### src/rtl/acc_cpu_param_if.sv
// Memory bus of acc_cpu_param: single outstanding transfer, completed by mem_ready.
interface acc_cpu_param_if #(
  parameter int unsigned ADDR_W = 12
);
  localparam int unsigned DATA_W = ADDR_W + 4;

  logic [ADDR_W-1:0] mem_addr;
  logic              mem_rd;
  logic              mem_wr;
  logic [DATA_W-1:0] mem_wdata;
  logic [DATA_W-1:0] mem_rdata;
  logic              mem_ready;

  modport master (
    output mem_addr, mem_rd, mem_wr, mem_wdata,
    input  mem_rdata, mem_ready
  );

  modport slave (
    input  mem_addr, mem_rd, mem_wr, mem_wdata,
    output mem_rdata, mem_ready
  );
endinterface

### src/rtl/acc_cpu_param.sv
// Multi-cycle accumulator CPU: direct/indirect addressing, carry flag, halt/resume,
// instruction and data fetched over a ready-based memory bus with wait states.
module acc_cpu_param #(
  parameter int unsigned       ADDR_W   = 12,
  parameter logic [ADDR_W-1:0] RESET_PC = '0
) (
  input  logic                clk,
  input  logic                rst,
  acc_cpu_param_if.master     bus,
  input  logic                run_i,
  output logic [ADDR_W+3:0]   ac_o,
  output logic [ADDR_W-1:0]   pc_o,
  output logic                carry_o,
  output logic                halted_o
);

  localparam int unsigned DATA_W = ADDR_W + 4;
  localparam int unsigned SUM_W  = DATA_W + 1;

  localparam logic [2:0] OP_NOT = 3'b000;
  localparam logic [2:0] OP_ADC = 3'b001;
  localparam logic [2:0] OP_JPA = 3'b010;
  localparam logic [2:0] OP_INC = 3'b011;
  localparam logic [2:0] OP_STA = 3'b100;
  localparam logic [2:0] OP_LDA = 3'b101;
  localparam logic [2:0] OP_AND = 3'b110;
  localparam logic [2:0] OP_HLT = 3'b111;

  typedef enum logic [2:0] {
    S_BOOT    = 3'd0,
    S_FETCH   = 3'd1,
    S_DECODE  = 3'd2,
    S_INDIR   = 3'd3,
    S_EXEC_RD = 3'd4,
    S_EXEC_WR = 3'd5,
    S_HALT    = 3'd6
  } state_e;

  state_e            state_q, state_d;
  logic [DATA_W-1:0] ac_q, ac_d;
  logic [DATA_W-1:0] ir_q, ir_d;
  logic [ADDR_W-1:0] pc_q, pc_d;
  logic [ADDR_W-1:0] ea_q, ea_d;
  logic              c_q, c_d;

  logic [2:0]        opcode;
  logic              am;
  logic [ADDR_W-1:0] addr_field;
  logic              jpa_taken;

  logic [ADDR_W-1:0] mem_addr_c;
  logic              mem_rd_c;
  logic              mem_wr_c;
  logic [DATA_W-1:0] mem_wdata_c;

  assign opcode     = ir_q[DATA_W-1 -: 3];
  assign am         = ir_q[DATA_W-4];
  assign addr_field = ir_q[ADDR_W-1:0];
  // Signed greater-than-zero: sign bit clear and not all zero.
  assign jpa_taken  = ~ac_q[DATA_W-1] & (|ac_q);

  // Bus request decoded from the state alone, so it holds steady across wait cycles.
  always_comb begin
    mem_rd_c    = 1'b0;
    mem_wr_c    = 1'b0;
    mem_addr_c  = '0;
    mem_wdata_c = '0;
    case (state_q)
      S_FETCH: begin
        mem_rd_c   = 1'b1;
        mem_addr_c = pc_q;
      end
      S_INDIR, S_EXEC_RD: begin
        mem_rd_c   = 1'b1;
        mem_addr_c = ea_q;
      end
      S_EXEC_WR: begin
        mem_wr_c    = 1'b1;
        mem_addr_c  = ea_q;
        mem_wdata_c = ac_q;
      end
      default: ;
    endcase
  end

  assign bus.mem_rd    = mem_rd_c;
  assign bus.mem_wr    = mem_wr_c;
  assign bus.mem_addr  = mem_addr_c;
  assign bus.mem_wdata = mem_wdata_c;

  always_ff @(posedge clk or posedge rst) begin
    if (rst) begin
      state_q <= S_BOOT;
      ac_q    <= '0;
      ir_q    <= '0;
      pc_q    <= RESET_PC;
      ea_q    <= '0;
      c_q     <= 1'b0;
    end else begin
      state_q <= state_d;
      ac_q    <= ac_d;
      ir_q    <= ir_d;
      pc_q    <= pc_d;
      ea_q    <= ea_d;
      c_q     <= c_d;
    end
  end

  // Next-state and datapath updates; memory states advance only on mem_ready.
  always_comb begin
    state_d = state_q;
    ac_d    = ac_q;
    ir_d    = ir_q;
    pc_d    = pc_q;
    ea_d    = ea_q;
    c_d     = c_q;

    case (state_q)
      S_BOOT: state_d = S_FETCH;

      S_FETCH: begin
        if (bus.mem_ready) begin
          ir_d    = bus.mem_rdata;
          pc_d    = pc_q + ADDR_W'(1);
          state_d = S_DECODE;
        end
      end

      S_DECODE: begin
        ea_d = addr_field;
        case (opcode)
          OP_NOT: begin
            ac_d    = ~ac_q;
            state_d = S_FETCH;
          end
          OP_INC: begin
            {c_d, ac_d} = SUM_W'(ac_q) + SUM_W'(1'b1);
            state_d     = S_FETCH;
          end
          OP_JPA: begin
            state_d = S_FETCH;
            if (jpa_taken) begin
              if (am) state_d = S_INDIR;
              else    pc_d    = addr_field;
            end
          end
          OP_HLT: state_d = S_HALT;
          default: begin
            if (am)                  state_d = S_INDIR;
            else if (opcode == OP_STA) state_d = S_EXEC_WR;
            else                     state_d = S_EXEC_RD;
          end
        endcase
      end

      S_INDIR: begin
        if (bus.mem_ready) begin
          ea_d = bus.mem_rdata[ADDR_W-1:0];
          if (opcode == OP_JPA) begin
            pc_d    = bus.mem_rdata[ADDR_W-1:0];
            state_d = S_FETCH;
          end else if (opcode == OP_STA) begin
            state_d = S_EXEC_WR;
          end else begin
            state_d = S_EXEC_RD;
          end
        end
      end

      S_EXEC_RD: begin
        if (bus.mem_ready) begin
          case (opcode)
            OP_ADC:  {c_d, ac_d} = SUM_W'(ac_q) + SUM_W'(bus.mem_rdata) + SUM_W'(c_q);
            OP_LDA:  ac_d = bus.mem_rdata;
            OP_AND:  ac_d = ac_q & bus.mem_rdata;
            default: ;
          endcase
          state_d = S_FETCH;
        end
      end

      S_EXEC_WR: begin
        if (bus.mem_ready) state_d = S_FETCH;
      end

      S_HALT: begin
        if (run_i) state_d = S_FETCH;
      end

      default: state_d = S_BOOT;
    endcase
  end

  assign ac_o     = ac_q;
  assign pc_o     = pc_q;
  assign carry_o  = c_q;
  assign halted_o = (state_q == S_HALT);

endmodule

### src/flat_wrapper.sv
// flat-port wrapper written by rule: the top's interface ports become plain ports
module acc_cpu_param_flat 
#(
  parameter int unsigned       ADDR_W   = 12,
  parameter logic [ADDR_W-1:0] RESET_PC = '0
)
  (clk, rst, run_i, ac_o, pc_o, carry_o, halted_o, bus_mem_addr, bus_mem_rd, bus_mem_wr, bus_mem_wdata, bus_mem_rdata, bus_mem_ready);
  acc_cpu_param_if #(.ADDR_W(ADDR_W)) bus_i ();
  input  logic clk;
  input  logic rst;
  input  logic run_i;
  output logic [ADDR_W+3:0] ac_o;
  output logic [ADDR_W-1:0] pc_o;
  output logic carry_o;
  output logic halted_o;
  output wire logic [$bits(bus_i.mem_addr)-1:0] bus_mem_addr;
  output wire logic [$bits(bus_i.mem_rd)-1:0] bus_mem_rd;
  output wire logic [$bits(bus_i.mem_wr)-1:0] bus_mem_wr;
  output wire logic [$bits(bus_i.mem_wdata)-1:0] bus_mem_wdata;
  input wire logic [$bits(bus_i.mem_rdata)-1:0] bus_mem_rdata;
  input wire logic [$bits(bus_i.mem_ready)-1:0] bus_mem_ready;
  assign bus_mem_addr = bus_i.mem_addr;
  assign bus_mem_rd = bus_i.mem_rd;
  assign bus_mem_wr = bus_i.mem_wr;
  assign bus_mem_wdata = bus_i.mem_wdata;
  assign bus_i.mem_rdata = bus_mem_rdata;
  assign bus_i.mem_ready = bus_mem_ready;
  acc_cpu_param #(.ADDR_W(ADDR_W), .RESET_PC(RESET_PC)) u_core (.clk(clk), .rst(rst), .bus(bus_i), .run_i(run_i), .ac_o(ac_o), .pc_o(pc_o), .carry_o(carry_o), .halted_o(halted_o));
endmodule
### config.mk
export PLATFORM = sky130hd
export DESIGN_NAME = acc_cpu_param_flat
export DESIGN_NICKNAME = d
export VERILOG_FILES = /design/src/rtl/acc_cpu_param_if.sv /design/src/rtl/acc_cpu_param.sv /design/src/flat_wrapper.sv
export SDC_FILE = /design/constraint.sdc
export NUM_CORES = 1
export LEC_CHECK = 0
export ABC_AREA = 1
export CAP_MARGIN = 0
export CORE_AREA = 8 8 149 151
export DETAILED_ROUTE_END_ITERATION = 7
export DIE_AREA = 0 0 157 159
export PLACE_DENSITY = 0.45
export RECOVER_POWER = 100
export SLEW_MARGIN = 20
export SYNTH_ARGS = -nofsm -noshare
export SYNTH_HDL_FRONTEND = slang
export SYNTH_SLANG_ARGS = --single-unit
### constraint.sdc
create_clock -name clk -period 5 [get_ports clk]
set_clock_uncertainty 0.2 [all_clocks]
set_input_delay 1 -clock clk [delete_from_list [all_inputs] [get_ports clk]]
set_output_delay 1 -clock clk [all_outputs]
set_load 0.02 [all_outputs]
==> impl_metrics.py, run 1 <==
metrics = {
    "setup_path": {
        "timing.rr.end": "u_core.ac_o[12]",
        "cp-end-kind": "primary output",
        "critPathLaunchType": "flip-flop",
        "setup.worst_path.start": "u_core.state_q[0]",
        "critPathRequiredTime_ns": 3.80,
        "crit_fanout": 16,
        "path_buf_inv": 4,
        "worst-setup-path-type": "reg2out",
        "crit_path_max_incr_delay_ns": 0.70,
        "arrival_ns": 3.21,
        "crit_family": "buffers and inverters",
        "r2r_setup_slack_ns": 1.44,
        "crit_chain": "inv_1 > nor2_1 > inv_1 > nor2_1 > inv_2 > o22ai_1 > dlygate4sd3_1",
        "reg2regPathDepth": 11,
        "r2r-start": "u_core.ir_q[14]",
        "crit_slowest_cell": "dlygate4sd3_1",
    },
    "sta": {
        "tns_ns": 0,
        "maxSlewHeadroom_pct": -15.5,
        "clock.fmax_ghz": 0.227,
        "setup_viol": 0,
        "worst-slew-pin-transition_ns": 1.73,
        "slew_viol_final": 29,
        "fin_ws_ns": 0.590,
        "period_minus_slack_ns": 4.41,
        "fin_crit_sh_pct": 88.2,
        "hold_violations": 0,
        "rsz0062_at_grt": "false",
    },
    "clock_network": {
        "numCtsBuffers": 9,
        "cts_resized": 0,
        "h-tree-depth": 3,
        "tritoncts": "done",
        "clk_latency_ns": 0.35,
        "clkSinkCount": 60,
        "cts_buffer_depth": 2,
        "holdBufCountCts": 0,
        "root_buffer": "clkbuf_16",
        "postCtsSetupBuffers": 0,
        "cts.clk_slew.worst_paths_ns": 0.06,
    },
    "floorplan": {
        "fp.dieW_um": 157,
        "coreArea_um2": 19800,
        "num_io_pins": 80,
        "die_h_um": 159,
        "start_util_pct": 25.4,
        "dieArea_um2": 25000,
        "row_count": 52,
    },
    "placed_design": {
        "port_buffers": 79,
        "dpl-instance-area_um2": 6080,
        "placedCellCount": 1142,
        "place_congestion": 0.835,
        "place_hpwl_um": 14500,
        "place_ws_ns": 1.36,
    },
    "hold_path": {
        "hold_path_end": "u_core.ir_q[12]",
        "hp-class": "reg2reg",
        "whs_path_depth": 2,
        "hp-start": "u_core.ir_q[12]",
    },
    "finish": {
        "layout.nets": 924,
        "final_cell_mix": "nand2_1, inv_1, nor2_1",
        "layout_commonest_cell": "nand2_1",
        "synthToLayoutAreaGrowth_pct": 25.9,
        "drive_gt1_share_pct": 3.49,
        "fin_cells": 1158,
        "antenna_cells": 0,
        "fin_area_um2": 6340,
    },
    "global_routing": {
        "grt.overflow.total": 0,
        "track_usage_pct": 15.1,
        "grt_max_degree": 34,
        "antenna_found_initial": 0,
        "grt_pass1_wl_um": 29300,
        "grt_pass1_vias": 5196,
    },
    "logic_synthesis": {
        "netlist_area_um2": 5040,
        "synthFlopType": "dfrtp_1",
        "syn_inst": 812,
        "ys_ff_latch": 60,
        "yosysSeqAreaShare_pct": 29.8,
        "syn_area_per_cell_um2": 6.21,
        "synth_edf_count": 0,
        "ys_types": 36,
        "yosys_warnings": 0,
        "syn_nets": 853,
        "synth-async-reset-ratio_pct": 100,
    },
    "power_and_ir_drop": {
        "leakage_nw": 3.23,
        "powerDensity_nw_per_um2": 673,
        "total_power_mw": 4.27,
        "peakVddDrop_v": 0.000241,
    },
    "detailed_routing": {
        "routed_wl_um": 18500,
        "drtIter0Drc": 381,
        "wire_per_inst_um": 16.0,
        "vias": 5266,
        "via_per_inst": 4.55,
        "antenna_left": 0,
        "drc": 0,
        "dr.pass1.iters": 5,
    },
    "job": {
        "max_cap_viol_count": 1,
    },
    "run_status": {
        "violations": "max-capacitance violations, max-slew violations",
        "status": "finished with violations",
    },
}
==> worst register-to-register path, cell delays in order (launching register included) <==
cell and delay [ns]:
dfrtp_1 0.41, nand2_1 0.10, nor2_1 0.72, inv_1 0.27
nand2_1 0.15, nor2_1 0.06, nor2_1 0.09, nand2_1 0.31
inv_1 0.67, o21ai_0 0.25, a21oi_1 0.17, nor2_1 0.05
==> cells by family (layout without fill, tap and decap cells) <==
kind of cell               count (synthesis)  in the layout  share of synthesized area [%]
AOI/OAI and AO/OA                        169            169                           18.8
adders and majority gates                 21             21                           5.51
buffers and inverters                    162            238                           12.7
xor gates and xnor gates                   3              3                          0.521
and+or+nand+nor                          397            397                           32.6
DFF                                       60             60                           29.8
==> worst max path at each step <==
stage | endpoint | cells past startpoint | slack (ns)
after floorplan | bus_mem_wdata[10] | 5 | 2.17
after global placement | bus_mem_addr[9] | 5 | 1.35
after detailed placement | bus_mem_addr[9] | 5 | 1.36
after CTS | bus_mem_addr[9] | 5 | 0.99
after global routing | bus_mem_addr[4] | 7 | 0.40
final | bus_mem_addr[5] | 7 | 0.59
==> report_power, final <==
part | switching, mW | internal, mW | leakage, nW | total (mW)
sequential | 0.310 | 0.722 | 0.722 | 1.03
combinational | 1.69 | 0.937 | 2.39 | 2.63
clock | 0.257 | 0.349 | 0.120 | 0.606
==> Yosys cell counts, drive strengths merged (2+ instances only) <==
master	n	area, um2
inv	141	534
o211ai	3	22.5
o21ai	69	345
a21oi	52	260
nand3	44	220
nor3	9	45.0
nand3b	4	30.0
buf	11	68.8
or2	2	12.5
dfrtp	60	1500
a22oi	12	90.1
a221oi	3	26.3
o221ai	3	26.3
xor2	3	26.3
a31oi	4	25.0
nand4	7	43.8
nand2	239	902
o2111ai	2	17.5
fa	2	40.0
o22ai	18	113
nor2	91	385
clkbuf	10	37.5
ha	19	238
==> state kept, by name, indices dropped and copies added, names as in the netlist <==
| register | cells |
|---|---|
| u_core.ac_o | 16 |
| u_core.carry_o | 1 |
| u_core.ea_q | 12 |
| u_core.ir_q | 16 |
| u_core.pc_o | 12 |
| u_core.state_q | 3 |
==> per-layer routing <==
metal	global-route usage [%]	share of wire [%]
met1	19.5	47
met2	25.0	48
met3	3.09	4.1
met4	3.63	1.3
met5	0	0
==> stage by stage <==
| step | hold WS [ns] | util (%) |
|---|---|---|
| 2_1_floorplan | 0.253 | - |
| 3_3_place_gp | 0.269 | 30.6 |
| 3_5_place_dp | 0.284 | 30.6 |
| 4_1_cts | 0.299 | 32.0 |
| 5_1_grt | 0.347 | 32.0 |
| 6_report | 0.296 | 32.0 |
==> final cells by class <==
cell class	instances	area (um2)
clock inverter	5	37.5
tap	270	338
sequential	60	1500
inverter	141	534
multi-input combinational	590	2890
clock buffer	11	243
timing repair buffer	81	802
fill	2243	13500
(Power assumes the default switching activity.)
==> run 2: changes to the inputs <==
CAP_MARGIN = 20   (was 0)
==> results of run 2 <==
Same layout as run 1: the final DEF is identical, and so are final timing and power.
==> run 3: changes to the inputs <==
clock period = 4.6 ns   (was 5 ns; I/O delays follow)
==> impl_metrics.py, run 3 (synthesis gave the netlist of run 1 again) <==
metrics = {
    "detailed_routing": {
        "dr.pass1.iters": 4,
        "routed_wl_um": 18300,
        "drtIter0Drc": 355,
        "antenna_left": 0,
        "drc": 0,
        "vias": 5357,
        "wire_per_inst_um": 15.8,
        "via_per_inst": 4.62,
    },
    "sta": {
        "fin_crit_sh_pct": 87.8,
        "hold_violations": 0,
        "maxSlewHeadroom_pct": -36.5,
        "clock.fmax_ghz": 0.248,
        "setup_viol": 0,
        "rsz0062_at_grt": "false",
        "worst-slew-pin-transition_ns": 2.04,
        "slew_viol_final": 42,
        "tns_ns": 0,
        "period_minus_slack_ns": 4.04,
    },
    "setup_path": {
        "crit_path_max_incr_delay_ns": 0.70,
        "critPathLaunchType": "flip-flop",
        "cp-end-kind": "primary output",
        "crit_family": "buffers and inverters",
        "arrival_ns": 2.92,
        "worst-setup-path-type": "reg2out",
        "timing.rr.end": "u_core.ac_o[12]",
        "crit_top_cell": "inv_1",
        "crit_fanout": 16,
        "crit_chain": "inv_1 > nor2_1 > inv_1 > nor2_4 > inv_2 > o22ai_1 > dlygate4sd3_1",
        "path_buf_inv": 4,
        "reg2regPathDepth": 11,
        "r2r-start": "u_core.state_q[1]",
        "r2r_setup_slack_ns": 1.00,
        "critPathRequiredTime_ns": 3.48,
        "crit_slowest_cell": "dlygate4sd3_1",
    },
    "placed_design": {
        "place_congestion": 0.847,
        "place_hpwl_um": 14400,
        "dpl-instance-area_um2": 6090,
        "port_buffers": 79,
    },
    "finish": {
        "fin_area_um2": 6350,
        "drive_gt1_share_pct": 3.82,
        "layout_commonest_cell": "nand2_1",
        "fillers": 2268,
        "synthToLayoutAreaGrowth_pct": 26.1,
        "final_cell_mix": "nand2_1, inv_1, nor2_1",
        "layout.nets": 926,
        "antenna_cells": 0,
    },
    "global_routing": {
        "grt.overflow.total": 0,
        "track_usage_pct": 15.1,
        "grt_pass1_vias": 5374,
        "grt_pass1_wl_um": 29700,
        "grt_max_degree": 42,
        "antenna_found_initial": 0,
    },
    "floorplan": {
        "dieArea_um2": 25000,
        "fp.dieW_um": 157,
        "start_util_pct": 25.4,
        "coreArea_um2": 19800,
        "row_count": 52,
        "num_io_pins": 80,
        "die_h_um": 159,
    },
    "power_and_ir_drop": {
        "pwr-share-clk_pct": 14.0,
        "power_switching_mw": 2.47,
        "power.share.sequential_pct": 24.2,
        "internal-power_mw": 2.17,
        "switching_share_pct": 53.2,
        "leakage_nw": 3.26,
        "powerDensity_nw_per_um2": 730,
        "combPwrFrac_pct": 61.8,
        "peakVddDrop_v": 0.000239,
    },
    "clock_network": {
        "clkSinkCount": 60,
        "cts_resized": 0,
        "tritoncts": "done",
        "numCtsBuffers": 9,
        "root_buffer": "clkbuf_16",
        "holdBufCountCts": 0,
        "clk_latency_ns": 0.34,
        "cts_buffer_depth": 2,
        "postCtsSetupBuffers": 0,
        "cts.clk_slew.worst_paths_ns": 0.06,
        "h-tree-depth": 3,
    },
    "run_status": {
        "status": "finished with violations",
        "violations": "max-capacitance violations, max-slew violations",
    },
    "hold_path": {
        "hp-start": "u_core.ir_q[12]",
        "whs_path_depth": 2,
        "hold_path_end": "u_core.ir_q[12]",
        "hp-class": "reg2reg",
    },
    "job": {
        "max_cap_viol_count": 1,
    },
}
## run 3: cell count changes in the layout (fill, tap and decap cells not counted), sizes merged
cell	previous run	this run
clkinv	1	6
clkinvlp	5	2
dlygate4sd3	56	62
clkdlybuf4s50	23	17
clkbuf	12	11
buf	1	2
## run 3: cell type report
cell class / instances / area [um2] / area share [%]
well taps: 270 / 338 / 5.32
multi-input cells: 590 / 2890 / 45.4
flip-flops and latches: 60 / 1500 / 23.6
clock inverters: 7 / 52.6 / 0.827
repair buffers: 83 / 815 / 12.8
clock buffers: 9 / 225 / 3.54
inverters: 141 / 536 / 8.43
## run 3: worst max-delay path by stage
stage          slack [ns]                end              start  cells past startpoint
2_1_floorplan        1.85  bus_mem_wdata[10]  u_core.state_q[0]                      5
3_3_place_gp         1.08    bus_mem_addr[6]  u_core.state_q[0]                      7
3_5_place_dp         1.10    bus_mem_addr[6]  u_core.state_q[0]                      7
4_1_cts              0.72    bus_mem_addr[6]  u_core.state_q[0]                      7
5_1_grt              0.39    bus_mem_addr[6]  u_core.state_q[0]                      7
6_report             0.56    bus_mem_addr[6]  u_core.state_q[0]                      7
## run 3: power by group through the flow
stage               Clock (mW)  Combinational [mW]  Sequential [mW]
global route             0.697                3.27             1.17
floorplan                    0                1.92             1.16
CTS                      0.670                3.00             1.13
finish                   0.652                2.86             1.12
detailed placement           0                2.98             1.14
global placement             0                3.00             1.15
## run 3: worst min-delay path, cell delays in order (launching register included)
cell and delay [ns]:
dfrtp_1 0.35, nand2_1 0.05, o21ai_0 0.06
## run 3: through the flow
step                      std cells  power (mW)  utilization, %  hold slack [ns]  setup slack [ns]
after global placement         1144        4.14            30.7            0.280              1.08
final                          1160        4.64            32.0            0.300             0.561
after floorplan                 812        3.07               -            0.253              1.85
after global routing           1160        5.13            32.0            0.338             0.391
after CTS                      1160        4.80            32.1            0.305             0.723
after detailed placement       1144        4.13            30.7            0.291              1.10
## run 3: per-layer routing
metal | track usage (%) | up-vias | part of all wire, %
met1 | 19.7 | 2472 | 48
met5 | 0 | - | 0
li1 | - | 2767 | -
met3 | 2.82 | 23 | 3.6
met4 | 4.33 | 0 | 1.9
met2 | 24.9 | 95 | 47
==> RTL edit, RTL diff (flow settings as in run 3) <==
`ADDR_W` is set to 12 in 3 places; all go to 13.
--- a/src/rtl/acc_cpu_param_if.sv
+++ b/src/rtl/acc_cpu_param_if.sv
@@ -2,3 +2,3 @@
 interface acc_cpu_param_if #(
-  parameter int unsigned ADDR_W = 12
+  parameter int unsigned ADDR_W = 13
 );
--- a/src/rtl/acc_cpu_param.sv
+++ b/src/rtl/acc_cpu_param.sv
@@ -3,3 +3,3 @@
 module acc_cpu_param #(
-  parameter int unsigned       ADDR_W   = 12,
+  parameter int unsigned       ADDR_W   = 13,
   parameter logic [ADDR_W-1:0] RESET_PC = '0
--- a/src/flat_wrapper.sv
+++ b/src/flat_wrapper.sv
@@ -3,3 +3,3 @@
 #(
-  parameter int unsigned       ADDR_W   = 12,
+  parameter int unsigned       ADDR_W   = 13,
   parameter logic [ADDR_W-1:0] RESET_PC = '0
Interface: changed (5 resized); port bits go from 80 to 85. The function was not compared with the original's and may differ.
==> RTL edit against run 3 <==
- design area is 5.9% higher
- routed wire length increased by 6.2%
- sequential cell count is 4 higher
- synthesized area rose by 8.5%
- power increased by 6.4%
- first-iteration DRC count decreased by 5.6%
- worst setup slack got worse by 0.084 ns
- critical path type unchanged
- largest cell class unchanged
- highest routed layer unchanged
==> RTL edit: results (changes against run 3) <==
| Metric | Value |
|---|---|
| Fin nets | `961 (was 926)` |
| Total GRT Usage | `15.6% (was 15.1%)` |
| Initial DRC Count | `335 (was 355)` |
| CP arrival | `3.00 ns (was 2.92 ns)` |
| Synth cell count leaders | `225 x nand2_1, 136 x inv_1, 69 x nor2_1, 66 x o21ai_0, 64 x dfrtp_1 (was 237 x nand2_1, 129 x inv_1, 85 x nor2_1, 60 x dfrtp_1, 52 x a21oi_1)` |
| Port bufs | `84 (was 79)` |
| Critical-path maximum fanout | `14 (was 16)` |
| Vias per std cell | `4.66 (was 4.62)` |
| Sequential cell area fraction in the yosys report | `29.3% (was 29.8%)` |
| Xor/xnor cell area share of the yosys netlist | `1.28% (was 0.521%)` |
| Total iterations of the first detailed-routing run | `8 (was 4)` |
| Hpwl dp | `15,300 µm (was 14,400 µm)` |
| Wirelength, routed | `19,500 µm (was 18,300 µm)` |
| Metal-1 WL | `9120 µm (was 8770 µm)` |
| Placed standard-cell area | `6530 µm² (was 6090 µm²)` |
| Largest net degree at the start of global routing | `35 (was 42)` |
| Yosys reg bits | `64 (was 60)` |
| Met2 usage | `26.3% (was 24.9%)` |
| Synth cell types | `50 (was 36)` |
| DR WL met3 | `982 µm (was 661 µm)` |
| Fillers | `2,209 (was 2,268)` |
| Non-clk buf share | `12.8% (about the same)` |
| Non-clk invs | `148 (was 141)` |
| Syn_area_per_cell | `6.47 µm² (was 6.21 µm²)` |
| Bufs w/o clock | `89 (was 83)` |
| Top cells by area, synth | `dfrtp_1 29%, nand2_1 15%, inv_1 9.3% (was dfrtp_1 30%, nand2_1 18%, inv_1 9.6%)` |
| Max Clk Rate | `0.243 GHz (was 0.248 GHz)` |
| Worst R2R Start | `u_core.ir_q[15] (was u_core.state_q[1])` |
| Placer Congestion | `0.835 (was 0.847)` |
| Worst R2R End | `u_core.ac_o[1] (was u_core.ac_o[12])` |
| Multi-In Gates | `606 (was 590)` |
| Critical Path Source | `u_core.state_q[1] (was u_core.state_q[0])` |
| Post-Place Cells | `1,177 (was 1,144)` |
| Cells on worst reg2reg path | `10 (was 11)` |
| ClkCell Share | `4.14% (was 4.37%)` |
| Pre-CTS WS | `0.986 ns (was 1.10 ns)` |
| Outcome | `finished clean (was complete, but fails checks)` |
| M1 GR Usage | `20.3% (was 19.7%)` |
| Syn Nets | `889 (was 853)` |
[RTL edit: cell count changes in the layout (fill, tap and decap cells not counted), moves of 5 or more]
cell | run 3 | this run
nand3_1 | 44 | 35
dlygate4sd3_1 | 62 | 53
o21ai_1 | 8 | 2
a21oi_1 | 52 | 47
nand2_1 | 237 | 227
o21ai_0 | 61 | 84
nor2_1 | 87 | 70
clkdlybuf4s50_1 | 17 | 31
inv_1 | 133 | 138
[RTL edit: power breakdown]
part / switching, mW / leakage, nW / internal (mW)
combinational: 1.99 / 2.46 / 1.12
sequential: 0.323 / 0.781 / 0.829
clock: 0.307 / 0.129 / 0.370
total: 2.62 / 3.37 / 2.32
[RTL edit: worst max-delay path, cell delays in order, from the launching register on]
cell	delay [ns]
dfrtp_1	0.41
inv_1	0.08
nor2_1	0.09
nand2_1	0.38
clkinv_1	0.42
nor3_1	0.25
clkbuf_2	0.34
o22ai_1	0.13
clkdlybuf4s50_1	0.56
[RTL edit: cell families after synthesis]
| group | after synthesis |
|---|---|
| AO/OA/AOI/OAI | 191 |
| XOR/XNOR | 8 |
| adder cells (fa/ha/maj) | 22 |
| buffers and inverters | 176 |
| flip-flops | 64 |
| multiplexers | 1 |
| AND/OR/NAND/NOR | 384 |
[RTL edit: how the worst min path moves through the flow]
stage	to	depth (start not counted)	slack (ns)	from
6_report	u_core.ir_q[3]	2	0.29	u_core.ir_q[3]
2_1_floorplan	u_core.ir_q[2]	2	0.25	u_core.ir_q[2]
3_3_place_gp	u_core.ir_q[3]	2	0.27	u_core.ir_q[3]
5_1_grt	u_core.ir_q[6]	2	0.32	u_core.ir_q[6]
4_1_cts	u_core.ir_q[4]	2	0.30	u_core.ir_q[4]
3_5_place_dp	u_core.ir_q[3]	2	0.28	u_core.ir_q[3]
